--- src/rtl/mips_pkg.sv ---
// Shared encodings for the multi-cycle MIPS controller: FSM states, ALU op codes,
// opcode/func constants and ALU operand-B select values.
package mips_pkg;

    typedef enum logic [3:0] {
        S_FETCH    = 4'd0,
        S_DECODE   = 4'd1,
        S_EXEC_R   = 4'd2,
        S_WB_R     = 4'd3,
        S_EXEC_I   = 4'd4,
        S_WB_I     = 4'd5,
        S_MEM_ADDR = 4'd6,
        S_MEM_RD   = 4'd7,
        S_MEM_WB   = 4'd8,
        S_MEM_WR   = 4'd9,
        S_BRANCH   = 4'd10,
        S_HALT     = 4'd11
    } state_t;

    localparam logic [3:0] ALU_ADD  = 4'd0;
    localparam logic [3:0] ALU_SUB  = 4'd1;
    localparam logic [3:0] ALU_SLT  = 4'd2;
    localparam logic [3:0] ALU_SLTU = 4'd3;
    localparam logic [3:0] ALU_AND  = 4'd4;
    localparam logic [3:0] ALU_OR   = 4'd5;
    localparam logic [3:0] ALU_NOR  = 4'd6;
    localparam logic [3:0] ALU_XOR  = 4'd7;
    localparam logic [3:0] ALU_LUI  = 4'd8;

    localparam logic [1:0] SRCB_REG    = 2'b00;
    localparam logic [1:0] SRCB_FOUR   = 2'b01;
    localparam logic [1:0] SRCB_IMM    = 2'b10;
    localparam logic [1:0] SRCB_IMM_SH = 2'b11;

    localparam logic [5:0] OP_RTYPE = 6'h00;
    localparam logic [5:0] OP_BEQ   = 6'h04;
    localparam logic [5:0] OP_BNE   = 6'h05;
    localparam logic [5:0] OP_ADDI  = 6'h08;
    localparam logic [5:0] OP_ADDIU = 6'h09;
    localparam logic [5:0] OP_SLTI  = 6'h0A;
    localparam logic [5:0] OP_SLTIU = 6'h0B;
    localparam logic [5:0] OP_ANDI  = 6'h0C;
    localparam logic [5:0] OP_ORI   = 6'h0D;
    localparam logic [5:0] OP_XORI  = 6'h0E;
    localparam logic [5:0] OP_LUI   = 6'h0F;
    localparam logic [5:0] OP_LW    = 6'h23;
    localparam logic [5:0] OP_SW    = 6'h2B;

    localparam logic [5:0] FN_ADD  = 6'h20;
    localparam logic [5:0] FN_ADDU = 6'h21;
    localparam logic [5:0] FN_SUB  = 6'h22;
    localparam logic [5:0] FN_SUBU = 6'h23;
    localparam logic [5:0] FN_AND  = 6'h24;
    localparam logic [5:0] FN_OR   = 6'h25;
    localparam logic [5:0] FN_XOR  = 6'h26;
    localparam logic [5:0] FN_NOR  = 6'h27;
    localparam logic [5:0] FN_SLT  = 6'h2A;
    localparam logic [5:0] FN_SLTU = 6'h2B;

    // ALU-immediate opcodes occupy 0x08..0x0F.
    function automatic logic is_alu_imm(input logic [5:0] op_v);
        return op_v[5:3] == 3'b001;
    endfunction

endpackage

--- src/rtl/mips_alu_decode.sv ---
// Combinational decode of op/func into ALU operation, immediate extension mode
// and a legality flag for R-type and ALU-immediate instructions.
module mips_alu_decode
    import mips_pkg::*;
(
    input  logic [5:0] op,
    input  logic [5:0] func,
    output logic [3:0] alu_op,
    output logic       sz_en,
    output logic       legal
);

    always_comb begin
        alu_op = ALU_ADD;
        sz_en  = 1'b0;
        legal  = 1'b0;
        if (op == OP_RTYPE) begin
            legal = 1'b1;
            case (func)
                FN_ADD, FN_ADDU: alu_op = ALU_ADD;
                FN_SUB, FN_SUBU: alu_op = ALU_SUB;
                FN_AND:          alu_op = ALU_AND;
                FN_OR:           alu_op = ALU_OR;
                FN_XOR:          alu_op = ALU_XOR;
                FN_NOR:          alu_op = ALU_NOR;
                FN_SLT:          alu_op = ALU_SLT;
                FN_SLTU:         alu_op = ALU_SLTU;
                default:         legal  = 1'b0;
            endcase
        end else begin
            legal = 1'b1;
            case (op)
                OP_ADDI, OP_ADDIU: begin alu_op = ALU_ADD;  sz_en = 1'b1; end
                OP_SLTI:           begin alu_op = ALU_SLT;  sz_en = 1'b1; end
                OP_SLTIU:          begin alu_op = ALU_SLTU; sz_en = 1'b1; end
                OP_ANDI:           alu_op = ALU_AND;
                OP_ORI:            alu_op = ALU_OR;
                OP_XORI:           alu_op = ALU_XOR;
                OP_LUI:            alu_op = ALU_LUI;
                default:           legal  = 1'b0;
            endcase
        end
    end

endmodule

--- src/rtl/multi_cycle_ctrl.sv ---
// Moore FSM sequencing a multi-cycle MIPS datapath, with wait-state stretching
// of every memory state and a sticky illegal-instruction flag.
module multi_cycle_ctrl
    import mips_pkg::*;
#(
    parameter int MEM_WAIT = 0
) (
    input  logic       clk,
    input  logic       reset,
    input  logic [5:0] op,
    input  logic [5:0] func,
    input  logic       alu_zero,
    output logic       pc_en,
    output logic       pc_src,
    output logic       iord,
    output logic       ir_write,
    output logic       mem_write,
    output logic       reg_write,
    output logic       reg_dst,
    output logic       mem_to_reg,
    output logic       sz_en,
    output logic       alu_src_a,
    output logic [1:0] alu_src_b,
    output logic [3:0] alu_op,
    output logic       retire,
    output logic       illegal,
    output logic [3:0] state
);

    localparam logic [3:0] WAIT_LAST = 4'(MEM_WAIT);

    state_t     state_q, state_d;
    logic [3:0] cnt_q, cnt_d;
    logic       illegal_q;
    logic       is_load_q;
    logic       mem_state, wait_done;
    logic [3:0] dec_alu_op;
    logic       dec_sz_en, dec_legal;

    mips_alu_decode u_alu_decode (
        .op     (op),
        .func   (func),
        .alu_op (dec_alu_op),
        .sz_en  (dec_sz_en),
        .legal  (dec_legal)
    );

    always_ff @(posedge clk) begin
        if (reset) begin
            state_q   <= S_FETCH;
            cnt_q     <= '0;
            illegal_q <= 1'b0;
            is_load_q <= 1'b0;
        end else begin
            state_q <= state_d;
            cnt_q   <= cnt_d;
            if (state_d == S_HALT)
                illegal_q <= 1'b1;
            // MEM_ADDR must not look at op, so remember lw vs sw while decoding.
            if (state_q == S_DECODE)
                is_load_q <= (op == OP_LW);
        end
    end

    always_comb begin
        state_d    = state_q;
        cnt_d      = '0;
        pc_en      = 1'b0;
        pc_src     = 1'b0;
        iord       = 1'b0;
        ir_write   = 1'b0;
        mem_write  = 1'b0;
        reg_write  = 1'b0;
        reg_dst    = 1'b0;
        mem_to_reg = 1'b0;
        sz_en      = 1'b0;
        alu_src_a  = 1'b0;
        alu_src_b  = SRCB_REG;
        alu_op     = ALU_ADD;
        retire     = 1'b0;

        mem_state = (state_q == S_FETCH) || (state_q == S_MEM_RD) || (state_q == S_MEM_WR);
        wait_done = (cnt_q == WAIT_LAST);
        if (mem_state && !wait_done)
            cnt_d = cnt_q + 4'd1;

        case (state_q)
            S_FETCH: begin
                alu_src_b = SRCB_FOUR;
                if (wait_done) begin
                    ir_write = 1'b1;
                    pc_en    = 1'b1;
                    state_d  = S_DECODE;
                end
            end
            S_DECODE: begin
                alu_src_b = SRCB_IMM_SH;
                sz_en     = 1'b1;
                if (op == OP_RTYPE)
                    state_d = dec_legal ? S_EXEC_R : S_HALT;
                else if (is_alu_imm(op))
                    state_d = S_EXEC_I;
                else if (op == OP_LW || op == OP_SW)
                    state_d = S_MEM_ADDR;
                else if (op == OP_BEQ || op == OP_BNE)
                    state_d = S_BRANCH;
                else
                    state_d = S_HALT;
            end
            S_EXEC_R: begin
                alu_src_a = 1'b1;
                alu_op    = dec_alu_op;
                state_d   = S_WB_R;
            end
            S_WB_R: begin
                reg_dst   = 1'b1;
                reg_write = 1'b1;
                retire    = 1'b1;
                state_d   = S_FETCH;
            end
            S_EXEC_I: begin
                alu_src_a = 1'b1;
                alu_src_b = SRCB_IMM;
                alu_op    = dec_alu_op;
                sz_en     = dec_sz_en;
                state_d   = S_WB_I;
            end
            S_WB_I: begin
                reg_write = 1'b1;
                retire    = 1'b1;
                state_d   = S_FETCH;
            end
            S_MEM_ADDR: begin
                alu_src_a = 1'b1;
                alu_src_b = SRCB_IMM;
                sz_en     = 1'b1;
                state_d   = is_load_q ? S_MEM_RD : S_MEM_WR;
            end
            S_MEM_RD: begin
                iord = 1'b1;
                if (wait_done)
                    state_d = S_MEM_WB;
            end
            S_MEM_WB: begin
                mem_to_reg = 1'b1;
                reg_write  = 1'b1;
                retire     = 1'b1;
                state_d    = S_FETCH;
            end
            S_MEM_WR: begin
                iord = 1'b1;
                if (wait_done) begin
                    mem_write = 1'b1;
                    retire    = 1'b1;
                    state_d   = S_FETCH;
                end
            end
            S_BRANCH: begin
                alu_src_a = 1'b1;
                alu_op    = ALU_SUB;
                pc_src    = 1'b1;
                pc_en     = (op == OP_BNE) ? !alu_zero : alu_zero;
                retire    = 1'b1;
                state_d   = S_FETCH;
            end
            S_HALT: state_d = S_HALT;
            default: state_d = S_FETCH;
        endcase

        // Reset aborts the instruction at this edge, so no write may escape.
        if (reset) begin
            pc_en     = 1'b0;
            ir_write  = 1'b0;
            mem_write = 1'b0;
            reg_write = 1'b0;
            retire    = 1'b0;
        end
    end

    assign illegal = illegal_q;
    assign state   = state_q;

endmodule

--- config.mk ---
export PLATFORM = sky130hd
export DESIGN_NAME = multi_cycle_ctrl
export DESIGN_NICKNAME = d
export VERILOG_FILES = /design/src/rtl/mips_pkg.sv /design/src/rtl/mips_alu_decode.sv /design/src/rtl/multi_cycle_ctrl.sv
export SDC_FILE = /design/constraint.sdc
export NUM_CORES = 1
export LEC_CHECK = 0
export BUFFER_PORTS_ARGS = -buffer_cell sky130_fd_sc_hd__buf_4
export CAP_MARGIN = 20
export CORE_UTILIZATION = 44
export DETAILED_ROUTE_END_ITERATION = 8
export GPL_TIMING_DRIVEN = 0
export PLACE_DENSITY = 0.75
export SYNTH_ARGS = -nofsm -noshare
export SYNTH_HDL_FRONTEND = slang
export SYNTH_SLANG_ARGS = --single-unit
--- constraint.sdc ---
create_clock -name clk -period 1.9 [get_ports clk]
set_input_delay 0.19 -clock clk [delete_from_list [all_inputs] [get_ports clk]]
set_output_delay 0.19 -clock clk [all_outputs]
set_load 0.01 [all_outputs]
==> out/results.ini <==
[clock_tree]
clk_pin_slew_worst_paths_ns=0.06
numCtsBuffers=3
clockBufferDepth=2
htreeDepth=1
clk_latency_ns=0.26
holdBufCountCts=0
cts.sinks=10
root_buffer=clkbuf_4
cts_tree=built

[layout]
area_growth_pct=40.0
fillers=193
final_cell_mix=38 x buf_4, 19 x nor2_1, 14 x nand2_1
finalNetCount=203
fin_cells=211
finalInstanceArea_um2=1390
fin_util_pct=68.2
seqCellArea_um2=206
drive_gt1_share_pct=34.2
n_antenna_cell=0
layout_commonest_cell=buf_4
multi_input_area_um2=777

[synthesis]
ys_async_sr_fraction_pct=0
ys_warn_count=0
synth.distinct_cells=39
yosys.area_share.xor_xnor_pct=5.28
synth_compound_area_share_pct=27.4
avgSynthCellArea_um2=6.77
yosysTopAreaCell=dfxtp_1
synth_nets=164
synth_cells=147
synth.area.top_cells=dfxtp_1 20%, nor2_1 7.2%, a21oi_1 6.0%
synthAdderAreaFrac_pct=2.52
yosysSeqAreaShare_pct=20.1
synth_top_area_share_pct=20.1
synth_edf_count=0
synthesis.area_um2=995
synthFlopType=dfxtp_1
synthSimpleGateAreaFrac_pct=37.5
synth_top_family_by_area=simple AND/OR/NAND/NOR gates
synth_mux_area_share_pct=0
ys_ff_latch=10

[placed_design]
io_buffers=33
place_area_um2=1280
placed_cells=207
place_congestion=0.835
dp_hpwl_mm=2.08

[detailed_routing]
routed_wl_mm=2.85
viasPerCell=5.71
drt-pass1-iter-count=4
wire_per_inst_um=13.5
drt_iter0_markers=35
drc=0
vias=1204
postRouteAntennaNets=0

[min_path]
hold_path_class=in2reg

[run]
cap_violations=0

[sta]
fin_crit_ns=1.93
hold_viol=0
fmax_ghz=0.519
grt_setup_unrepaired=yes
maxSlewViolCount=0
holdWs_ns=0.273
relSlewSlack_pct=69.0
setup_viol=1
finClkSkew_ns=0.00362
fin_ws_ns=-0.0273
worst_slew_pin_slew_ns=0.465
period_share_pct=101

[grt]
grt-ovfl-total=0
grt.total_usage_pct=23.4
first_global_vias=1033
antenna_found_initial=0
grt_max_degree=12
grt_pass1_wl_mm=4.55

[pwr]
peakVddDrop_mv=0.805
p_per_area_nw_per_um2=978
p_leak_uw=0.000589
totalPowerFinal_uw=1360

[floorplan]
dieHeight_um=49.5
die_area_um2=2450
initial_utilization_pct=48.7
num_rows=16
die_w_um=49.5
ios=37
core_um2=2040

[status]
status=finished with violations
failed_checks=negative setup slack

[critical_path]
required_ns=1.71
arrival_ns=1.74
worstPathMaxFanout=4
startpoint_type=flip-flop
crit_type=reg2out
cp-end-kind=output port

layer usage:
metal	track usage, %	up-vias	part of all wire (%)
li1	-	597	-
met1	31.1	548	45
met2	39.4	50	46
met3	1.54	9	5.8
met4	8.57	0	2.6
met5	0	-	0
layout make-up:
cell class | count | area share, %
Clock buffer | 3 | 1.62
Tap cell | 27 | 2.43
Sequential cell | 10 | 14.8
Buffer | 8 | 3.77
Inverter | 8 | 2.16
Timing Repair Buffer | 36 | 19.4
Multi-Input combinational cell | 119 | 55.8
through the flow:
stage	setup slack, ns	TNS, ns
after global routing	-0.122	-0.157
final	-0.0273	-0.0273
after global placement	-0.125	-0.415
after detailed placement	-0.119	-0.514
after floorplan	0.0669	0
after CTS	-0.0452	-0.0757
where the power goes:
group / internal, uW / switching, uW / total (uW)
Combinational: 435 / 476 / 912
Clock: 72.7 / 63.4 / 136
Sequential: 249 / 66.1 / 315
path summary, 6_finish.rpt:
kind	slack, ns	start	endpoint	cells after the start
max	-0.03	cnt_q[1]$_SDFF_PP0_	retire	7
min	0.27	op[3]	is_load_q$_SDFFE_PP0P_	4
max reg2reg	0.08	cnt_q[1]$_SDFF_PP0_	illegal$_SDFFE_PP0N_	8
min reg2reg	0.43	cnt_q[0]$_SDFF_PP0_	cnt_q[0]$_SDFF_PP0_	1
critical path: stages (launching register included):
cell and delay, ns:
dfxtp_2 0.34, inv_2 0.07, ha_4 0.12, or3b_4 0.41, o21ai_2 0.17, nand3_1 0.10
a21oi_1 0.15, buf_4 0.14
flip-flops by register name, indices dropped and copies added (netlist names):
register,cells
cnt_q,4
is_load_q,1
state,4
illegal,1
repair_timing:
item                                    4_1_cts  5_1_grt
endpoints found under the setup margin       12       10
pin swaps                                     1        5
buffers inserted                              2        1
resized for setup                            16       11
cell families (layout without fill, tap and decap cells):
family / Yosys count / after routing
AOI/OAI and AO/OA: 39 / 39
xor gates and xnor gates: 6 / 6
adders and majority gates: 2 / 2
buffers and inverters: 18 / 55
DFF: 10 / 10
and+or+nand+nor: 72 / 72
synth_stat cells (3+ instances only):
| cell type | n |
|---|---|
| a211oi_1 | 4 |
| a21oi_1 | 12 |
| clkbuf_1 | 9 |
| dfxtp_1 | 10 |
| inv_1 | 8 |
| nand2_1 | 14 |
| nand2b_1 | 9 |
| nand3_1 | 5 |
| nor2_1 | 19 |
| nor3_1 | 8 |
| nor3b_1 | 3 |
| nor4_1 | 3 |
| o21ai_0 | 5 |
| xor2_1 | 4 |
No activity file was read; power rests on OpenSTA's default activity.
